===== src/rtl/bist_controller.sv =====
// BIST sequencer for one SRAM macro: steps a deterministic pattern generator, muxes the
// SRAM port between functional and test traffic, and checks read data after READ_LATENCY.
module bist_controller #(
  parameter int ADDR_WIDTH   = 8,
  parameter int DATA_WIDTH   = 32,
  parameter int MASK_WIDTH   = 4,
  parameter int READ_LATENCY = 1,
  parameter int CNT_WIDTH    = 16
) (
  input  logic                  clk,
  input  logic                  rstb,
  input  logic                  start,
  input  logic                  abort,
  output logic                  busy,
  output logic                  done,
  output logic                  fail,
  output logic [CNT_WIDTH-1:0]  fail_count,
  output logic [ADDR_WIDTH-1:0] first_fail_addr,
  output logic [DATA_WIDTH-1:0] first_fail_data,
  output logic                  pg_rst,
  output logic                  pg_en,
  input  logic [ADDR_WIDTH-1:0] pg_addr,
  input  logic [DATA_WIDTH-1:0] pg_data,
  input  logic [DATA_WIDTH-1:0] pg_check,
  input  logic [MASK_WIDTH-1:0] pg_wmask,
  input  logic                  pg_we,
  input  logic                  pg_re,
  input  logic                  pg_done,
  input  logic                  func_ce,
  input  logic                  func_we,
  input  logic [ADDR_WIDTH-1:0] func_addr,
  input  logic [DATA_WIDTH-1:0] func_din,
  input  logic [MASK_WIDTH-1:0] func_wmask,
  output logic                  func_ready,
  output logic [DATA_WIDTH-1:0] func_dout,
  output logic                  sram_ce,
  output logic                  sram_we,
  output logic [ADDR_WIDTH-1:0] sram_addr,
  output logic [DATA_WIDTH-1:0] sram_din,
  output logic [MASK_WIDTH-1:0] sram_wmask,
  input  logic [DATA_WIDTH-1:0] sram_dout
);

  localparam logic [2:0] S_IDLE     = 3'd0;
  localparam logic [2:0] S_RESET_PG = 3'd1;
  localparam logic [2:0] S_RUN      = 3'd2;
  localparam logic [2:0] S_DRAIN    = 3'd3;
  localparam logic [2:0] S_DONE     = 3'd4;

  logic [2:0] state, next_state;
  logic [1:0] drain_cnt;

  logic start_go, abort_go, pg_issue, valid_in, mismatch;

  logic [READ_LATENCY-1:0] pipe_valid;
  logic [ADDR_WIDTH-1:0]   pipe_addr  [READ_LATENCY];
  logic [DATA_WIDTH-1:0]   pipe_check [READ_LATENCY];

  // Abort beats start; start is only honoured from IDLE or DONE.
  assign abort_go = abort && (state != S_IDLE);
  assign start_go = start && !abort && ((state == S_IDLE) || (state == S_DONE));
  assign pg_issue = (state == S_RUN) && !pg_done;
  assign valid_in = pg_issue && pg_re;

  assign pg_rst     = (state == S_IDLE) || (state == S_RESET_PG);
  assign pg_en      = pg_issue;
  assign func_ready = (state == S_IDLE) || (state == S_DONE);
  assign func_dout  = sram_dout;

  always_comb begin
    next_state = state;
    case (state)
      S_IDLE:     if (start_go) next_state = S_RESET_PG;
      S_RESET_PG: next_state = S_RUN;
      S_RUN:      if (pg_done) next_state = S_DRAIN;
      S_DRAIN:    if (drain_cnt == 2'(READ_LATENCY - 1)) next_state = S_DONE;
      S_DONE:     if (start_go) next_state = S_RESET_PG;
      default:    next_state = S_IDLE;
    endcase
    if (abort_go) next_state = S_IDLE;
  end

  always_comb begin
    // NOTE: every output gets a default first so no branch can leave a latch behind.
    sram_ce    = 1'b0;
    sram_we    = 1'b0;
    sram_addr  = '0;
    sram_din   = '0;
    sram_wmask = '0;
    if (func_ready) begin
      sram_ce    = func_ce;
      sram_we    = func_we;
      sram_addr  = func_addr;
      sram_din   = func_din;
      sram_wmask = func_wmask;
    end else if (pg_issue) begin
      sram_ce    = pg_we | pg_re;
      sram_we    = pg_we;
      sram_addr  = pg_addr;
      sram_din   = pg_data;
      sram_wmask = pg_wmask;
    end
  end

  // NOTE: sequential state uses non-blocking assignments so every flop samples pre-edge values.
  always_ff @(posedge clk or negedge rstb) begin
    if (!rstb) begin
      state     <= S_IDLE;
      drain_cnt <= 2'd0;
      busy      <= 1'b0;
    end else begin
      state     <= next_state;
      drain_cnt <= (state == S_DRAIN) ? drain_cnt + 2'd1 : 2'd0;
      busy      <= (next_state == S_RESET_PG) || (next_state == S_RUN) ||
                   (next_state == S_DRAIN);
    end
  end

  always_ff @(posedge clk or negedge rstb) begin
    if (!rstb) begin
      pipe_valid <= '0;
    end else if (abort_go || start_go) begin
      pipe_valid <= '0;
    end else begin
      pipe_valid[0] <= valid_in;
      for (int i = 1; i < READ_LATENCY; i++) pipe_valid[i] <= pipe_valid[i-1];
    end
  end

  // NOTE: payload stages are not reset; pipe_valid alone qualifies them.
  always_ff @(posedge clk) begin
    pipe_addr[0]  <= pg_addr;
    pipe_check[0] <= pg_check;
    for (int i = 1; i < READ_LATENCY; i++) begin
      pipe_addr[i]  <= pipe_addr[i-1];
      pipe_check[i] <= pipe_check[i-1];
    end
  end

  assign mismatch = pipe_valid[READ_LATENCY-1] &&
                    (sram_dout != pipe_check[READ_LATENCY-1]);

  always_ff @(posedge clk or negedge rstb) begin
    if (!rstb) begin
      done            <= 1'b0;
      fail            <= 1'b0;
      fail_count      <= '0;
      first_fail_addr <= '0;
      first_fail_data <= '0;
    end else if (start_go) begin
      done            <= 1'b0;
      fail            <= 1'b0;
      fail_count      <= '0;
      first_fail_addr <= '0;
      first_fail_data <= '0;
    end else if (abort_go) begin
      done <= 1'b0;
    end else begin
      if ((state == S_DRAIN) && (next_state == S_DONE)) done <= 1'b1;
      if (mismatch) begin
        fail <= 1'b1;
        if (fail_count != '1) fail_count <= fail_count + CNT_WIDTH'(1);
        if (!fail) begin
          first_fail_addr <= pipe_addr[READ_LATENCY-1];
          first_fail_data <= sram_dout;
        end
      end
    end
  end

endmodule


===== config.mk =====
export PLATFORM = sky130hd
export DESIGN_NAME = bist_controller
export DESIGN_NICKNAME = d
export VERILOG_FILES = /design/src/rtl/bist_controller.sv
export SDC_FILE = /design/constraint.sdc
export NUM_CORES = 1
export LEC_CHECK = 0
export CAP_MARGIN = 20
export CORE_AREA = 3 3 125 127
export CTS_CLUSTER_SIZE = 16
export DETAILED_ROUTE_END_ITERATION = 7
export DIE_AREA = 0 0 128 130
export GPL_TIMING_DRIVEN = 0
export MAX_ROUTING_LAYER = met4
export PLACE_DENSITY = 0.76
export SKIP_CTS_REPAIR_TIMING = 1
export SLEW_MARGIN = 20
export SYNTH_ARGS = -nofsm -noshare
export SYNTH_HDL_FRONTEND = slang
export SYNTH_SLANG_ARGS = --single-unit

===== constraint.sdc =====
create_clock -name clk -period 1.9 [get_ports clk]
set_clock_uncertainty 0.1 [all_clocks]
set_input_delay 0.285 -clock clk [delete_from_list [all_inputs] [get_ports clk]]
set_output_delay 0.285 -clock clk [all_outputs]
set_load 0.1 [all_outputs]

## Yosys cells after proc, flatten, opt, wreduce, memory -nomap -nowiden

Memories as Yosys holds them, arrays and structs flattened.
Index checks and enable logic that the tools add are counted.
W data, S select, Z words.

- Memories: 2
- Register bits after elaboration: 65
- Bits in writable memories: 40
- Word-level logic and storage cells: 85
- Input bits: 161

Memories:

| memory | words | width | read ports | clocked after memory_dff | wr ports | line | RTL |
|---|---|---|---|---|---|---|---|
| pipe_check | 1 | 32 | 1 | 0 | 1 | 57 | `logic [DATA_WIDTH-1:0] pipe_check [READ_LATENCY];` |
| pipe_addr | 1 | 8 | 1 | 0 | 1 | 56 | `logic [ADDR_WIDTH-1:0] pipe_addr [READ_LATENCY];` |

- Reductions and logical operators: 24
- Bitwise gates (word level): 1
- Add/sub/neg operators: 2
- Equal/unequal tests: 12
- Muxes and demuxes: 35

Operators with widths:

| kind | number |
|---|---|
| $mux W32 | 6 |
| $mux W16 | 4 |
| $mux W8 | 6 |
| $ne A32 B32 Y1 | 1 |
| $add A16 B1 Y16 const B | 1 |
| $ne A16 B16 Y1 const B | 1 |
| $eq A3 B2 Y1 const B | 4 |
| $mux W3 | 4 |
| $pmux W3 S4 | 1 |
| $mux W1 | 11 |
| $mux W4 | 2 |
| $logic_and A1 B1 Y1 | 7 |
| $eq A3 B1 Y1 const B | 2 |
| $eq A3 B3 Y1 const B | 2 |
| $reduce_and A3 Y1 | 2 |
| $reduce_bool A3 Y1 | 2 |
| $logic_or A1 B1 Y1 | 5 |
| $reduce_bool A2 Y1 | 2 |
| $logic_not A3 Y1 | 1 |
| $add A2 B1 Y2 const B | 1 |
| $logic_not A1 Y1 | 2 |
| $logic_not A2 Y1 | 1 |
| $mux W2 | 1 |
| $ne A2 B1 Y1 const B | 1 |
| 4 further kinds | 4 |

## Logic depth before layout (Yosys ltp)

Gate-level depths: netlist (run 1).

- Word-level depth: 11
- Mapped depth: 7
- Mapped depth without buffers: 6

## Least setup slack after synthesis (run 1)

No wires, ideal clock.

- Path type: register -> output
- From: register state[0]
- To: output port sram_ce
- Data required time: 1.515 ns
- Arrival: 2.884 ns
- Setup slack: -1.369 ns
- Path buffers: 2
- Stages on the path, launching flop included: 6
- Cell sequence: dfrtp_1 > buf_2 > nor4b_1 > clkbuf_1 > o21ai_0 > nand2_1

- Word-level cells in the longest chain between the ends: 4
- Elaborated cells between the ends (all ways): 7

RTL lines:

| item | line | RTL |
|---|---|---|
| start: declaration | 50 | `logic [2:0] state, next_state;` |
| start signal: assignment | 112 | `state <= next_state;` |
| $eq A3 B2 Y1 | 62 | `assign pg_issue = (state == S_RUN) && !pg_done;` |
| $logic_and A1 B1 Y1 | 62 |  |
| via pg_en | 21 | `output logic pg_en,` |
| $mux W1 | 96 | `end else if (pg_issue) begin` |
| $mux W1 | 90 | `if (func_ready) begin` |
| end: declaration | 36 | `output logic sram_ce,` |

The timed path passes the listed nets, and every way through them passes these cells.

## Worst setup path after layout (run 1)

- From: register state[2]
- To: output port sram_din[28]

- Word-level cells in the longest chain between the ends: 4
- Elaborated cells between the ends (all ways): 7

RTL lines:

| item | line | RTL |
|---|---|---|
| $eq A3 B2 Y1 | 62 |  |
| $logic_and A1 B1 Y1 | 62 |  |
| $mux W32 | 96 |  |
| $mux W32 (*) | 90 |  |
| end: declaration | 39 | `output logic [DATA_WIDTH-1:0] sram_din,` |

Every way passes the cells marked *; elsewhere a longest branch is shown, timed or not.

==> results of run 1 <==
## Yosys cell counts, drive strengths merged
cell type,number
a41o,2
o41ai,1
nor4,10
a31o,1
ha,2
and3b,1
o21ai,47
or2,2
o211ai,1
nor4b,3
o31ai,1
a21bo,1
a21o,1
a211oi,1
clkbuf,31
and4,4
mux2,2
or4,2
a31oi,2
nand3,54
inv,6
dfxtp,40
mux2i,4
nor2,18
a22o,45
a21oi,10
and3,5
or3,1
and4b,1
nand2b,3
xor2,32
nand3b,3
nor3,3
and4bb,1
and2,3
dfrtp,65
nand2,60
nand4,6
buf,34
## kinds of logic (layout without fill, tap and decap cells)
| family | count (synthesis) | after routing | share of synthesized area (%) |
|---|---|---|---|
| flip-flops | 105 | 105 | 49.55 |
| adder cells (fa/ha/maj) | 2 | 2 | 0.5108 |
| AND/OR/NAND/NOR | 180 | 180 | 18.83 |
| multiplexers | 6 | 6 | 1.277 |
| AO/OA/AOI/OAI | 113 | 113 | 16.12 |
| buffers and inverters | 71 | 401 | 7.995 |
| XOR/XNOR | 32 | 32 | 5.722 |
## sequential cells by signal, indices dropped and copies added, names as in the netlist
name             count
drain_cnt            2
fail                 1
pipe_addr            8
done                 1
first_fail_addr      8
pipe_check          32
busy                 1
state                3
first_fail_data     32
fail_count          16
pipe_valid           1
## final timing paths
path                       cells past startpoint               from                  end  slack [ns]
hold reg to reg                                2    pipe_addr[0][7]   first_fail_addr[7]        0.36
min in group asynchronous                      2               rstb        fail_count[8]        0.27
setup / recovery                               6           state[2]         sram_din[28]       -0.36
setup reg to reg                               8  pipe_check[0][15]   first_fail_data[8]       -0.16
hold / removal                                 3      sram_dout[21]  first_fail_data[21]        0.16
max in group asynchronous                      3               rstb   first_fail_addr[6]        0.90
## power groups by stage
stage	combinational, mW	sequential [mW]	clock (mW)
finish	3.92	2.40	1.87
global route	4.03	2.41	2.01
CTS	3.45	2.40	1.90
detailed placement	3.44	2.44	0
global placement	3.40	2.44	0
floorplan	1.98	2.87	0
## per-layer routing
layer | wire length, um | vias up
li1 | - | 2421
met1 | 7767 | 2555
met2 | 11430 | 227
met3 | 1277 | 24
met4 | 453 | 0
met5 | 0 | -
## cells in the final DEF (no fill, tap or decap), types with 6 or more instances in the layout
master / count
a21oi_1: 9
a22o_4: 40
buf_12: 41
buf_4: 44
buf_6: 7
buf_8: 14
clkbuf_16: 11
clkbuf_2: 29
clkdlybuf4s50_1: 129
dfrtp_1: 48
dfrtp_4: 14
dfxtp_1: 40
dlymetal6s2s_1: 98
inv_1: 6
nand2_1: 57
nand3_1: 52
nand4_1: 6
nor2_1: 13
nor4_2: 6
o21ai_0: 42
xor2_1: 28
## final cells by class
type	count	area (sq um)
Inverter	6	22.52
Clock inverter	5	42.54
Multi-Input combinational cell	333	2665
Clock buffer	11	254.0
Fill cell	1016	4573
Sequential cell	105	2484
Buffer	65	519.2
Timing Repair Buffer	314	3744
Tap cell	184	230.2
## through the flow
stage / utilization [%] / TNS (ns)
floorplan: - / -1.433
global placement: 59.49 / -250.73
detailed placement: 59.66 / -139.24
CTS: 61.70 / -150.84
global route: 68.53 / -27.81
finish: 68.53 / -19.56
## critical path, stage by stage (launching register included)
cell	delay, ns
dfrtp_2	0.47
nor4b_4	0.30
buf_6	0.17
buf_8	0.14
clkbuf_16	0.15
a22o_4	0.12
buf_12	0.17
==> impl_metrics.tcl, run 1 <==
set metrics [dict create \
    min_path_type "in -> reg" \
    run_status "finished with violations" \
    grt_max_degree 47 \
    swShare_pct 42.38 \
    drc 0 \
    numCtsBuffers 9 \
    violations "negative setup slack" \
    syn_inst 509 \
    holdWs_ns 0.1614 \
    avgSynthCellArea_sq_um 9.624 \
    synth.area.top_cells "dfrtp_1 33%, dfxtp_1 16%, a22o_1 8.0%" \
    drt_wl_total_mm 20.93 \
    fmax_ghz 0.4425 \
    antenna_left 0 \
    total_power_mw 8.193 \
    fin_nets 997 \
    synth-seq-cells 105 \
    p_int_mw 4.720 \
    drv_cap 0 \
    tritoncts "done" \
    synth_top_area_share_pct 33.21 \
    antenna_found_initial 0 \
    grt_util_met3_pct 5.567 \
    initial_utilization_pct 33.70 \
    dr.pass1.iters 4 \
    placed_cell_area_sq_um 8671 \
    clock_latency_ns 0.36 \
    wl_per_cell_um 20.46 \
    path_max_fanout 7 \
    hpwl_mm 15.74 \
    comb_power_share_pct 47.8 \
    clk_pin_slew_ns 0.08 \
    hold_viol_final 0 \
    setup_viol 99 \
    cts_sinks 105 \
    grt_pass1_wl_mm 29.34 \
    cp.arrival_ns 1.87 \
    die_h_um 130 \
    grtUsageMet1_pct 26.32 \
    grt_usage_pct 23.43 \
    area_growth_pct 103.3 \
    use_met2_pct 41.74 \
    grt_pass1_vias 5387 \
    core_area_sq_um 14530 \
    clk_path_buf_depth 2 \
    clockRootBuffer "clkbuf_16" \
    grt_overflow 0 \
    finalMaxSlewViolations 0 \
    syn-num-nets 672 \
    finalCriticalPeriod_ns 2.260 \
    worstMarginPinSlew_ns 1.032 \
    p_switching_mw 3.472 \
    io_pins 301 \
    drive_gt1_share_pct 31.94 \
    htree_levels 3 \
    dieArea_sq_um 16640 \
    p_clk_share_pct 22.9 \
    yosysSeqAreaShare_pct 49.55 \
    crit_path_end_kind "primary output" \
    dp_cells 994 \
    die_width_um 128 \
    synthesis.area_sq_um 4898 \
    relSlewSlack_pct 31.07 \
    cp.required_ns 1.51 \
    stdcell_area_sq_um 9961 \
    seqPwrFrac_pct 29.3 \
    finalNonFillerCells 1023 \
    synth_top_cell_by_area "dfrtp_1" \
    peakVddDrop_mv 0.5652 \
    synth_cell_types 44 \
    first_iter_violations 326 \
    yosys_warnings 0 \
    final.setup.worst_slack_ns -0.3597 \
    n_antenna_cell 0 \
    power_density_nw_per_um2 822.5 \
    busiest_layer "met2" \
    leakagePower_nw 5.374 \
    period_share_pct 118.9 \
    criticalPathCategory "reg -> out" \
    viasPerCell 5.109 \
    cp-start-kind "register" \
    num_rows 44 \
    rsz0062_at_grt "true" \
    port_buffers 300 \
    gp_congestion 0.8485 \
    num_vias 5227 \
    dp_slack_ns -1.367 \
]
Power figures use the tool's default switching activity.
==> run 2, diff against run 1 <==
--- a/config.mk
+++ b/config.mk
@@ -6,13 +6,13 @@
 export NUM_CORES = 1
 export LEC_CHECK = 0
 export CAP_MARGIN = 20
-export CORE_AREA = 3 3 125 127
+export CORE_AREA = 3 3 120 122
 export CTS_CLUSTER_SIZE = 16
 export DETAILED_ROUTE_END_ITERATION = 7
-export DIE_AREA = 0 0 128 130
+export DIE_AREA = 0 0 123 125
 export GPL_TIMING_DRIVEN = 0
 export MAX_ROUTING_LAYER = met4
-export PLACE_DENSITY = 0.76
+export PLACE_DENSITY = 0.79
 export SKIP_CTS_REPAIR_TIMING = 1
 export SLEW_MARGIN = 20
 export SYNTH_ARGS = -nofsm -noshare
==> constraint.sdc (replaced) <==
create_clock -name clk -period 2.15 [get_ports clk]
set_clock_uncertainty 0.1 [all_clocks]
set_input_delay 0.3225 -clock clk [delete_from_list [all_inputs] [get_ports clk]]
set_output_delay 0.3225 -clock clk [all_outputs]
set_load 0.1 [all_outputs]
==> impl_metrics.tcl, run 2 (same netlist as run 1, synthesis figures left out) <==
set metrics [dict create \
    top_regs "first_fail_data x32, pipe_check x32, fail_count x16" \
    first_iter_violations 415 \
    grtUsageMet1_pct 29.61 \
    wl_per_cell_um 21.59 \
    clk_pin_slew_ns 0.07 \
    viasPerCell 5.316 \
    initial_utilization_pct 36.84 \
    clock_latency_ns 0.35 \
    run_status "finished with violations" \
    grt_overflow 0 \
    drv_cap 0 \
    cp-start-kind "register" \
    setup.worst_path.end "sram_din[26]" \
    comb_power_share_pct 47.6 \
    swShare_pct 41.94 \
    leakagePower_nw 5.682 \
    grt_pass1_vias 5412 \
    dp_slack_ns -1.628 \
    violations "negative setup slack" \
    holdWs_ns 0.1940 \
    setup_viol 48 \
    p_clk_share_pct 23.7 \
    peakVddDrop_mv 0.5068 \
    layout_commonest_cell "clkdlybuf4s50_1" \
    die_h_um 125 \
    fin_nets 1016 \
    num_rows 42 \
    final_cell_mix "136 x clkdlybuf4s50_1, 105 x dlymetal6s2s_1, 60 x buf_4, 58 x nand2_1, 53 x nand3_1" \
    core_area_sq_um 13300 \
    min_from "sram_dout[9]" \
    grt_max_degree 54 \
    drc 0 \
    regToRegSetupSlack_ns -0.09 \
    hold_viol_final 0 \
    grt_pass1_wl_mm 30.06 \
    tritoncts "done" \
    grt_usage_pct 26.03 \
    use_met2_pct 45.67 \
    numCtsBuffers 9 \
    r2r_end "fail_count[9]" \
    antenna_left 0 \
    dieArea_sq_um 15380 \
    finalNonFillerCells 1034 \
    hpwl_mm 15.97 \
    criticalPathCategory "reg -> out" \
    fillers 803 \
    cp.required_ns 1.73 \
    clk_path_buf_depth 2 \
    relSlewSlack_pct 28.45 \
    path_max_fanout 5 \
    gp_congestion 0.9060 \
    p_int_mw 4.284 \
    dr.pass1.iters 4 \
    area_growth_pct 107.4 \
    rsz0062_at_grt "true" \
    htree_levels 3 \
    dp_cells 986 \
    die_width_um 123 \
    worstMarginPinSlew_ns 1.071 \
    reg2reg_from "state[0]" \
    n_antenna_cell 0 \
    num_vias 5497 \
    reg2reg_depth 8 \
    p_switching_mw 3.095 \
    port_buffers 300 \
    busiest_layer "met2" \
    crit_path_end_kind "primary output" \
    cts_sinks 105 \
    drt_wl_total_mm 22.32 \
    antenna_found_initial 0 \
    drive_gt1_share_pct 31.35 \
    cp.arrival_ns 2.05 \
    finalCriticalPeriod_ns 2.472 \
    power_density_nw_per_um2 726.2 \
    period_share_pct 115.0 \
    clockRootBuffer "clkbuf_16" \
    fmax_ghz 0.4045 \
    finalMaxSlewViolations 0 \
    grt_util_met3_pct 4.697 \
    seqPwrFrac_pct 28.7 \
    final.setup.worst_slack_ns -0.3225 \
    setup.worst_path.start "state[2]" \
    io_pins 301 \
    min_path_type "in -> reg" \
]
-- run 2: cell type report --
| cell class | count | area, sq um | share of cell area (%) |
|---|---|---|---|
| tap | 176 | 220.2 | 2.167 |
| clock buffer | 10 | 239.0 | 2.352 |
| sequential | 105 | 2481 | 24.42 |
| buffer | 65 | 526.8 | 5.184 |
| multi-input combinational | 333 | 2572 | 25.32 |
| inverter | 6 | 22.52 | 0.2216 |
| clock inverter | 6 | 81.33 | 0.8004 |
| timing repair buffer | 333 | 4018 | 39.54 |
-- run 2: worst max-delay path, cell delays in order, from the launching register on --
cell and delay (ns):
dfrtp_2 0.46, nor4b_4 0.41, buf_4 0.18, buf_6 0.11, buf_4 0.11, clkbuf_16 0.13
a22o_4 0.12, buf_12 0.17
-- run 2: worst min-delay path by stage --
stage	end	slack, ns	cells past startpoint
2_1_floorplan	busy	-0.07	0
3_3_place_gp	first_fail_addr[3]	0.34	2
3_5_place_dp	fail_count[10]	0.09	1
4_1_cts	fail_count[5]	-0.29	1
5_1_grt	first_fail_data[27]	0.23	3
6_report	first_fail_data[9]	0.19	3
-- run 2: per-layer routing --
metal	routed length, um	vias up
li1	-	2470
met5	0	-
met2	11990	268
met1	8110	2713
met3	1447	46
met4	771	0
-- run 2: per-stage QoR --
| stage | TNS (ns) | area, sq um | total power, mW | util, % |
|---|---|---|---|---|
| global placement | -217.08 | 8458 | 5.128 | 63.62 |
| global route | -11.55 | 10160 | 7.554 | 76.43 |
| detailed placement | -119.25 | 8483 | 5.158 | 63.81 |
| CTS | -119.17 | 8803 | 6.903 | 66.21 |
| floorplan | -1.542 | 5235 | 4.237 | - |
| finish | -8.679 | 10160 | 7.379 | 76.43 |
-- run 2: power by group through the flow --
stage / clock network [mW] / registers, mW / logic (mW)
2_1_floorplan: 0 / 2.54 / 1.70
3_3_place_gp: 0 / 2.15 / 2.98
3_5_place_dp: 0 / 2.16 / 3.00
4_1_cts: 1.78 / 2.11 / 3.01
5_1_grt: 1.84 / 2.12 / 3.59
6_report: 1.75 / 2.11 / 3.51
